--- src/rtl/enemy_fire_pkg.sv ---
// Shared constants and types for the enemy bullet scheduler.
// Coordinates are 10-bit screen pixels; y wraps the visible band 480..959.
package enemy_fire_pkg;

    localparam int COORD_W  = 10;
    localparam int SPAWN_DX = 23;
    localparam int SPAWN_DY = 40;
    localparam int Y_LIMIT  = 960;
    localparam int PLANE_W  = 2;
    localparam int SLOT_W   = 2;

    typedef logic [COORD_W-1:0] coord_t;
    typedef logic [COORD_W:0]   ycalc_t;

endpackage

--- src/rtl/rr_arbiter.sv ---
// N-way round-robin arbiter with one-hot grant.
// The search starts at ptr; ptr moves past the winner only on accept.
module rr_arbiter #(
    parameter int N = 4
) (
    input  logic         clk,
    input  logic         rst,
    input  logic [N-1:0] req,
    input  logic         accept,
    output logic [N-1:0] gnt
);

    localparam int PW = (N > 1) ? $clog2(N) : 1;

    logic [PW-1:0] ptr;
    logic [PW-1:0] win;
    logic [PW-1:0] idx;
    logic          found;

    always_comb begin
        gnt   = '0;
        win   = ptr;
        idx   = '0;
        found = 1'b0;
        for (int k = 0; k < N; k++) begin
            idx = PW'((int'(ptr) + k) % N);
            if (!found && req[idx]) begin
                found    = 1'b1;
                gnt[idx] = 1'b1;
                win      = idx;
            end
        end
    end

    always_ff @(posedge clk or posedge rst) begin
        if (rst) begin
            ptr <= '0;
        end else if (accept && found) begin
            ptr <= PW'((int'(win) + 1) % N);
        end
    end

endmodule

--- src/rtl/enemy_fire_scheduler.sv ---
// Enemy bullet pool: per-plane cooldowns, round-robin fire arbitration,
// lowest-free-slot allocation, bullet movement and retirement.
module enemy_fire_scheduler
    import enemy_fire_pkg::*;
#(
    parameter int N_PLANES    = 4,
    parameter int N_SLOTS     = 4,
    parameter int FIRE_PERIOD = 480,
    parameter int SPEED       = 1
) (
    input  logic                         clk,
    input  logic                         rst,
    input  logic                         tick,
    input  logic [N_PLANES-1:0]          plane_exist,
    input  logic [COORD_W*N_PLANES-1:0]  plane_x,
    input  logic [COORD_W*N_PLANES-1:0]  plane_y,
    input  logic [N_SLOTS-1:0]           slot_hit,
    output logic [N_SLOTS-1:0]           slot_valid,
    output logic [COORD_W*N_SLOTS-1:0]   slot_x,
    output logic [COORD_W*N_SLOTS-1:0]   slot_y,
    output logic [PLANE_W*N_SLOTS-1:0]   slot_owner,
    output logic                         fire_grant,
    output logic [PLANE_W-1:0]           grant_plane,
    output logic                         pool_full
);

    localparam int CD_W = $clog2(FIRE_PERIOD + 1);
    localparam logic [CD_W-1:0] CD_RELOAD = CD_W'(FIRE_PERIOD);
    localparam ycalc_t Y_STEP = ycalc_t'(SPEED);
    localparam ycalc_t Y_LIM  = ycalc_t'(Y_LIMIT);

    logic [CD_W-1:0]     cooldown [N_PLANES];
    logic [N_PLANES-1:0] pending;
    logic [N_PLANES-1:0] req;
    logic [N_PLANES-1:0] plane_gnt;
    logic [PLANE_W-1:0]  gnt_idx;
    logic [SLOT_W-1:0]   free_idx;
    logic                any_free;
    logic                do_grant;
    coord_t              spawn_x;
    coord_t              spawn_y;
    ycalc_t              ny;

    logic [N_SLOTS-1:0]         valid_n;
    logic [COORD_W*N_SLOTS-1:0] x_n;
    logic [COORD_W*N_SLOTS-1:0] y_n;
    logic [PLANE_W*N_SLOTS-1:0] owner_n;

    // A plane that disappears while pending must not win this cycle.
    assign req      = pending & plane_exist;
    assign do_grant = any_free && (|req);

    rr_arbiter #(
        .N(N_PLANES)
    ) u_arb (
        .clk    (clk),
        .rst    (rst),
        .req    (req),
        .accept (do_grant),
        .gnt    (plane_gnt)
    );

    always_comb begin
        gnt_idx = '0;
        for (int i = 0; i < N_PLANES; i++) begin
            if (plane_gnt[i]) gnt_idx = PLANE_W'(i);
        end
    end

    always_comb begin
        any_free = 1'b0;
        free_idx = '0;
        for (int j = N_SLOTS - 1; j >= 0; j--) begin
            if (!slot_valid[j]) begin
                any_free = 1'b1;
                free_idx = SLOT_W'(j);
            end
        end
    end

    assign spawn_x = plane_x[COORD_W*gnt_idx +: COORD_W] + coord_t'(SPAWN_DX);
    assign spawn_y = plane_y[COORD_W*gnt_idx +: COORD_W] + coord_t'(SPAWN_DY);

    // Hit beats off-screen beats movement; a fresh slot never moves.
    always_comb begin
        valid_n = slot_valid;
        x_n     = slot_x;
        y_n     = slot_y;
        owner_n = slot_owner;
        ny      = '0;
        for (int j = 0; j < N_SLOTS; j++) begin
            ny = {1'b0, slot_y[COORD_W*j +: COORD_W]} + Y_STEP;
            if (do_grant && free_idx == SLOT_W'(j)) begin
                valid_n[j]                   = 1'b1;
                x_n[COORD_W*j +: COORD_W]    = spawn_x;
                y_n[COORD_W*j +: COORD_W]    = spawn_y;
                owner_n[PLANE_W*j +: PLANE_W] = gnt_idx;
            end else if (slot_valid[j]) begin
                if (slot_hit[j]) begin
                    valid_n[j] = 1'b0;
                end else if (tick) begin
                    if (ny >= Y_LIM) begin
                        valid_n[j] = 1'b0;
                    end else begin
                        y_n[COORD_W*j +: COORD_W] = ny[COORD_W-1:0];
                    end
                end
            end
        end
    end

    always_ff @(posedge clk or posedge rst) begin
        if (rst) begin
            for (int i = 0; i < N_PLANES; i++) begin
                cooldown[i] <= CD_RELOAD;
            end
            pending <= '0;
        end else begin
            for (int i = 0; i < N_PLANES; i++) begin
                if (!plane_exist[i]) begin
                    cooldown[i] <= CD_RELOAD;
                    pending[i]  <= 1'b0;
                end else if (do_grant && plane_gnt[i]) begin
                    cooldown[i] <= CD_RELOAD;
                    pending[i]  <= 1'b0;
                end else begin
                    if (tick && cooldown[i] != '0) begin
                        cooldown[i] <= cooldown[i] - 1'b1;
                    end
                    if (cooldown[i] == '0) begin
                        pending[i] <= 1'b1;
                    end
                end
            end
        end
    end

    always_ff @(posedge clk or posedge rst) begin
        if (rst) begin
            slot_valid  <= '0;
            slot_x      <= '0;
            slot_y      <= '0;
            slot_owner  <= '0;
            fire_grant  <= 1'b0;
            grant_plane <= '0;
            pool_full   <= 1'b0;
        end else begin
            slot_valid <= valid_n;
            slot_x     <= x_n;
            slot_y     <= y_n;
            slot_owner <= owner_n;
            fire_grant <= do_grant;
            pool_full  <= &valid_n;
            if (do_grant) begin
                grant_plane <= gnt_idx;
            end
        end
    end

endmodule

--- config.mk ---
export PLATFORM = sky130hd
export DESIGN_NAME = enemy_fire_scheduler
export DESIGN_NICKNAME = d
export VERILOG_FILES = /design/src/rtl/enemy_fire_pkg.sv /design/src/rtl/rr_arbiter.sv /design/src/rtl/enemy_fire_scheduler.sv
export SDC_FILE = /design/constraint.sdc
export NUM_CORES = 1
export LEC_CHECK = 0
export ABC_AREA = 1
export ABC_CLOCK_PERIOD_IN_PS = 8000
export CORE_MARGIN = 3
export CORE_UTILIZATION = 25
export DETAILED_ROUTE_END_ITERATION = 12
export MAX_ROUTING_LAYER = met4
export SLEW_MARGIN = 20
export SYNTH_ARGS = -nofsm -noshare
export SYNTH_HDL_FRONTEND = slang
export SYNTH_SLANG_ARGS = --single-unit
--- constraint.sdc ---
create_clock -name clk -period 8 [get_ports clk]
set_input_delay 0.8 -clock clk [delete_from_list [all_inputs] [get_ports clk]]
set_output_delay 0.8 -clock clk [all_outputs]
set_load 0.05 [all_outputs]
### Word-level counts from Yosys, hierarchy flattened

Cells that the tools add are included.

| operators by class | value |
|---|---|
| add/sub/neg operators | 14 |
| multipliers | 1 |
| order comparisons | 12 |
| equality and inequality tests | 19 |
| shifts and indexed selects | 2 |
| muxes and demuxes | 102 |
| bitwise gates (word level) | 4 |
| reductions and logical operators | 47 |

Operators by type and width:

| operator | number |
|---|---|
| $mux W10 | 20 |
| $mux W9 | 12 |
| $shiftx A40 B7 Y10 | 2 |
| $mux W1 | 49 |
| $add A10 B1 Y11 const B | 4 |
| $ge A11 B10 Y1 const B | 4 |
| $logic_not A9 Y1 | 4 |
| $reduce_bool A9 Y1 | 4 |
| $sub A9 B1 Y9 const B | 4 |
| $ne A3 B1 Y1 const B | 8 |
| $logic_and A1 B1 Y1 | 21 |
| $reduce_and A4 Y1 | 5 |
| $mux W2 | 9 |
| $mux W4 | 4 |
| $reduce_bool A2 Y1 | 8 |
| $lt A2 B3 Y1 const B | 4 |
| $or A4 B4 Y4 | 3 |
| $add A10 B5 Y10 const B | 1 |
| $add A10 B6 Y10 const B | 1 |
| $bmux W1 S2 | 4 |
| $demux W1 S2 | 4 |
| $ge A2 B1 Y1 const B | 4 |
| $ne A2 B1 Y1 const B | 4 |
| $ne A2 B2 Y1 const B | 4 |
| 9 further kinds | 14 |

| word-level totals | value |
|---|---|
| register bits | 138 |
| word-level logic and storage cells | 226 |

### Logic depth before layout (Yosys ltp)

| depth | value |
|---|---|
| depth after elaboration | 20 |
| gate-level depth with buffers | 25 |

### Hierarchy

A second synthesis with hierarchy kept.

| unflattened totals | value |
|---|---|
| cell total of the unflattened synthesis | 1,259 |
| area, all modules | 8,952.3 um2 |

Modules (own cells, without submodules):

| module | times used | cells each | area each (um2) |
|---|---|---|---|
| enemy_fire_scheduler | 1 | 1,171 | 8,299.2 |
| rr_arbiter | 1 | 88 | 653.1 |

### Least setup slack after synthesis

No wires, ideal clock.

| timing | value |
|---|---|
| path kind | reg2reg |
| start | register u_arb.ptr[0] |
| end | register slot_x[18] |
| library setup time | 118 ps |
| arrival time | 2,906 ps |
| data required time | 7,882 ps |
| path slack | 4,975 ps |
| cell stages (with the launch flop) | 23 |
| path buffers | 1 |
| clock period less this slack | 3,025 ps |
| cells stage by stage | dfrtp_1 > inv_2 > ha_1 > inv_1 > nand3_1 > nand2_2 > nand4_4 > nor2_1 > nor2_4 > nand2_4 > nand2_8 > buf_6 > nand2_1 > nand2_1 > nand2_1 > nand2_1 > ha_1 > nand3_1 > nand2_1 > nand2_1 > nand3_1 > nand3_1 > nand2_1 |

| on the way | value |
|---|---|
| word-level cells in the longest chain between the ends | 18 |
| elaborated cells between the ends (all ways) | 53 |
| those cells by class | add/sub: 4; mul: 1; order compare: 8; shift: 1; mux: 26; bitwise: 3; reduce/logical: 10 |

Ends and longest elaborated chain:

| item | RTL line | source |
|---|---|---|
| start, declared | rr_arbiter.sv:15 | `logic [PW-1:0] ptr;` |
| start signal, assigned | rr_arbiter.sv:39 | `ptr <= PW'((int'(win) + 1) % N);` |
| parallel branches: the longest is 11 deep, another holds $lt A2 B3 Y1 | -- |  |
| $mux W4 * | rr_arbiter.sv:27 | `if (!found && req[idx]) begin` |
| $mux W1 | enemy_fire_scheduler.sv:66 | `if (plane_gnt[i]) gnt_idx = PLANE_W'(i);` |
| $mux W2 | enemy_fire_scheduler.sv:66 |  |
| $mux W2 * | enemy_fire_scheduler.sv:66 |  |
| $mul A3 B2 Y5 * | enemy_fire_scheduler.sv:81 | `assign spawn_x = plane_x[COORD_W*gnt_idx +: COORD_W] + coord_t'(SPAWN_DX);` |
| $shiftx A40 B7 Y10 * | enemy_fire_scheduler.sv:81 |  |
| $add A10 B5 Y10 * | enemy_fire_scheduler.sv:81 |  |
| end signal, assigned | enemy_fire_scheduler.sv:149 | `slot_x <= x_n;` |
| end, declared | enemy_fire_scheduler.sv:19 | `output logic [COORD_W*N_SLOTS-1:0] slot_x,` |

Every way passes the cells marked *. The select of a mux whose other input is x is not followed.
A chain may end at the register's enable or synchronous reset.

### Final worst setup path

| timing | value |
|---|---|
| start | register u_arb.ptr[1] |
| end | register slot_x[38] |

The elaborated chain is that of the path after synthesis.

==> impl_metrics.toml <==
[synth]
ys_dominant_reg_cell = "sky130_fd_sc_hd__dfrtp_1"
post-synth-top-area-cell = "sky130_fd_sc_hd__dfrtp_1"
synth_top_cells_by_area = "sky130_fd_sc_hd__dfrtp_1 (37%), sky130_fd_sc_hd__nand2_1 (13%), sky130_fd_sc_hd__nand3_1 (6.1%)"
synth_simple_gate_area_share_pct = 32.2
post_synth_inst_count = 1081
synth_area_mm2 = 0.00823
synth_top_family_by_area = "simple AND/OR/NAND/NOR gates"
async_reset_ff_share_pct = 100
synth-xor-area-share_pct = 5.00
syn-mean-instance-area_um2 = 7.62
yosys-mux-area-fraction_pct = 0
post_synth_fa_ha_maj_area_fraction_pct = 3.19
synth_enable_flop_cells = 0
mappedNetlistNets = 1193
compound_gate_fraction_of_synth_area_pct = 10.4
yosys_register_bits = 138
synth.lib_cells_used.distinct = 50
yosysWarnings = 0
yosysSeqAreaShare_pct = 42.2
synth_top_area_share_pct = 37.1

[sta]
tightestPinTransition_ps = 1030
final.setup.tns_ps = 0
timing.final.crit_share_pct = 53.1
slew_headroom_pct = 31.3
clock-skew-final_ps = 12.3
min_period_ps = 4250
fmaxAchievable_ghz = 0.235
maxSlewViolCount = 0
hold_violations = 0
setup_viol = 0
fin_worst_hold_slack_ps = 479
setup_repair_after_global_routing_missed_its_margin = "no"

[cells_and_area]
antennaDiodeCount = 0
mostFrequentLayoutCells = "sky130_fd_sc_hd__nand2_1 (281), sky130_fd_sc_hd__clkdlybuf4s50_1 (186), sky130_fd_sc_hd__dfrtp_1 (122), sky130_fd_sc_hd__nor2_1 (117), sky130_fd_sc_hd__inv_1 (103)"
leading_cell_type_in_the_layout_fill_and_taps_excluded = "sky130_fd_sc_hd__nand2_1"
share_of_layout_cells_above_drive_strength_1_pct = 8.84
fillerInstances = 3432
register_area_mm2 = 0.00347
nNetsFinal = 1378
areaGrowthSynthToFinish_pct = 35.6
multi_input_area_mm2 = 0.00419

[placed_design]
place_hpwl_um = 22500
routability_driven_placement_congestion_ratio = 0.913
placement.io_buffers = 186

[cts]
cts.sink_count = 138
ctsHoldBuffers = 0
clock_tree.htree_level_count = 4
clk_path_buf_depth = 2
postCtsSetupRepairBufs = 0
root_buffer_cell = "sky130_fd_sc_hd__clkbuf_16"
cts_tree = "yes"
worst_skew_pair.late_latency_ps = 430
cts_made_buffers = 17
clk_slew_on_worst_s_h_paths_ps = 60
cts_repair_resize_count = 0

[global_route]
grt_max_degree = 89
grt_remaining_overflow = 0
vias_in_the_first_global_route = 7901
number_of_antenna_violations_at_the_first_check_in_global_routing = 0
grt_pass1_wl_um = 45100
grt_util_all_layers_pct = 17.0

[route]
drt_wl_total_um = 28800
vias_post_dr = 7901
drcViolationCount = 0
ant_nets = 0
drt-vias-per-instance = 4.61
drt-pass1-iter-count = 9
drt-initial-drc-count = 407
routedWlPerCell_um = 16.8

[setup_path]
r2r_start = "u_arb.ptr[1]"
worstSetupEndpointType = "register"
worst_r2r_endpoint = "slot_x[38]"
worst_setup_path_endpoint = "slot_x[38]"
r2r_cells = 22
cp-startpoint = "u_arb.ptr[1]"
cp_data_arrival_time_ps = 4560
critical_path_launch_point_type = "register"
setup.reg_to_reg.worst_slack_ps = 3750
worst_ep_required_time_ps = 8310
critical_path_class = "register to register"
worstPathMaxFanout = 15

[floorplanning]
std_cell_rows = 65
floorplan.io_pins = 187
floorplan.die_area_mm2 = 0.0351
die_extent_in_x_um = 187
start_util_pct = 25.7
dieHeight_um = 187
core_region_area_mm2 = 0.0320

[flow_run]
drv.max_cap_violation_count = 0

[hold_path]
min_path_type = "register to register"
min-delay-start = "slot_x[7]"

[run_status]
run_status = "finished, final reports clean"
[cells in the mapped netlist (2+ instances only)]
cell and n:
sky130_fd_sc_hd__a21oi_1 34, sky130_fd_sc_hd__a21oi_2 2, sky130_fd_sc_hd__and3_1 2, sky130_fd_sc_hd__buf_2 6
sky130_fd_sc_hd__buf_6 4, sky130_fd_sc_hd__clkbuf_1 14, sky130_fd_sc_hd__clkinv_1 5, sky130_fd_sc_hd__dfrtp_1 122
sky130_fd_sc_hd__dfstp_2 16, sky130_fd_sc_hd__ha_1 21, sky130_fd_sc_hd__inv_1 104, sky130_fd_sc_hd__inv_2 6
sky130_fd_sc_hd__nand2_1 281, sky130_fd_sc_hd__nand2_2 15, sky130_fd_sc_hd__nand2_4 5, sky130_fd_sc_hd__nand3_1 100
sky130_fd_sc_hd__nand3_2 5, sky130_fd_sc_hd__nand3b_1 4, sky130_fd_sc_hd__nand4_1 5, sky130_fd_sc_hd__nor2_1 117
sky130_fd_sc_hd__nor2_2 5, sky130_fd_sc_hd__nor2_4 5, sky130_fd_sc_hd__nor2_8 2, sky130_fd_sc_hd__nor3_1 21
sky130_fd_sc_hd__o211ai_1 3, sky130_fd_sc_hd__o21ai_0 64, sky130_fd_sc_hd__o21ai_1 6, sky130_fd_sc_hd__o21bai_1 6
sky130_fd_sc_hd__o21bai_2 2, sky130_fd_sc_hd__o221ai_1 8, sky130_fd_sc_hd__o22ai_1 14, sky130_fd_sc_hd__o311ai_0 3
sky130_fd_sc_hd__o31ai_1 2, sky130_fd_sc_hd__or2_2 10, sky130_fd_sc_hd__or3_1 2, sky130_fd_sc_hd__xnor2_1 10
sky130_fd_sc_hd__xor2_1 37
[state kept, by name, summed over array words and instances, names as in the netlist]
signal / cells
slot_x: 40
slot_y: 40
cooldown: 36
slot_owner: 8
pending: 4
slot_valid: 4
grant_plane: 2
u_arb.ptr: 2
fire_grant: 1
pool_full: 1
[layer usage]
metal	GRT usage (%)	part of all wire, %	vias to the layer above
li1	-	-	3869
met1	22.6	48	3742
met2	26.3	45	261
met3	3.47	5.5	29
met4	4.65	1.7	0
met5	-	0	-
[worst max-delay path, cell delays in order, from the launching register on]
cell and delay, ps:
sky130_fd_sc_hd__dfrtp_1 580, sky130_fd_sc_hd__inv_1 230, sky130_fd_sc_hd__ha_1 400, sky130_fd_sc_hd__inv_1 100, sky130_fd_sc_hd__nand2_1 90, sky130_fd_sc_hd__nand2_2 110, sky130_fd_sc_hd__nand2_4 110, sky130_fd_sc_hd__nor2_4 50
sky130_fd_sc_hd__nand2_2 70, sky130_fd_sc_hd__nand3_1 310, sky130_fd_sc_hd__nor2_2 760, sky130_fd_sc_hd__nor2_1 120, sky130_fd_sc_hd__nand2_1 110, sky130_fd_sc_hd__nand2_2 130, sky130_fd_sc_hd__inv_1 80, sky130_fd_sc_hd__ha_1 170
sky130_fd_sc_hd__nand3_1 120, sky130_fd_sc_hd__nand2_1 80, sky130_fd_sc_hd__nand2_1 120, sky130_fd_sc_hd__nand2_1 100, sky130_fd_sc_hd__nand2_1 100, sky130_fd_sc_hd__nand3_1 110, sky130_fd_sc_hd__nand2_1 70
[area by class of cell]
type,count,area share (%)
inverters,116,3.97
multi-input cells,802,37.5
flip-flops and latches,138,31.1
clock buffers,22,4.25
repair buffers,191,17.0
clock inverters,10,1.27
well taps,435,4.88
[through the flow]
stage                     worst slack (ps)  cell area (µm²)  util (%)  cells
after floorplan                       3530             8230         -   1081
after global placement                3460            10500      32.9   1682
after detailed placement              3450            10500      32.9   1682
after CTS                             3680            11200      34.8   1714
after global routing                  3320            11200      34.8   1714
final                                 3750            11200      34.8   1714
[how the worst min path moves through the flow]
stage,slack [ps],cells past startpoint,to
detailed placement,470,2,slot_x[5]
CTS,480,2,slot_x[7]
global route,500,2,cooldown[8]
global placement,460,2,slot_x[38]
finish,480,2,slot_x[7]
floorplan,460,2,cooldown[17]
[cells by family (layout without fill, tap and decap cells)]
kind of cell	Yosys count	in the layout
AOI/OAI and AO/OA	148	148
xor gates and xnor gates	47	47
adders and majority gates	21	21
buffers and inverters	141	339
DFF	138	138
and+or+nand+nor	586	586
Power is not shown: default switching activity piles up to over one toggle a cycle in this logic, so the estimate is an artifact.
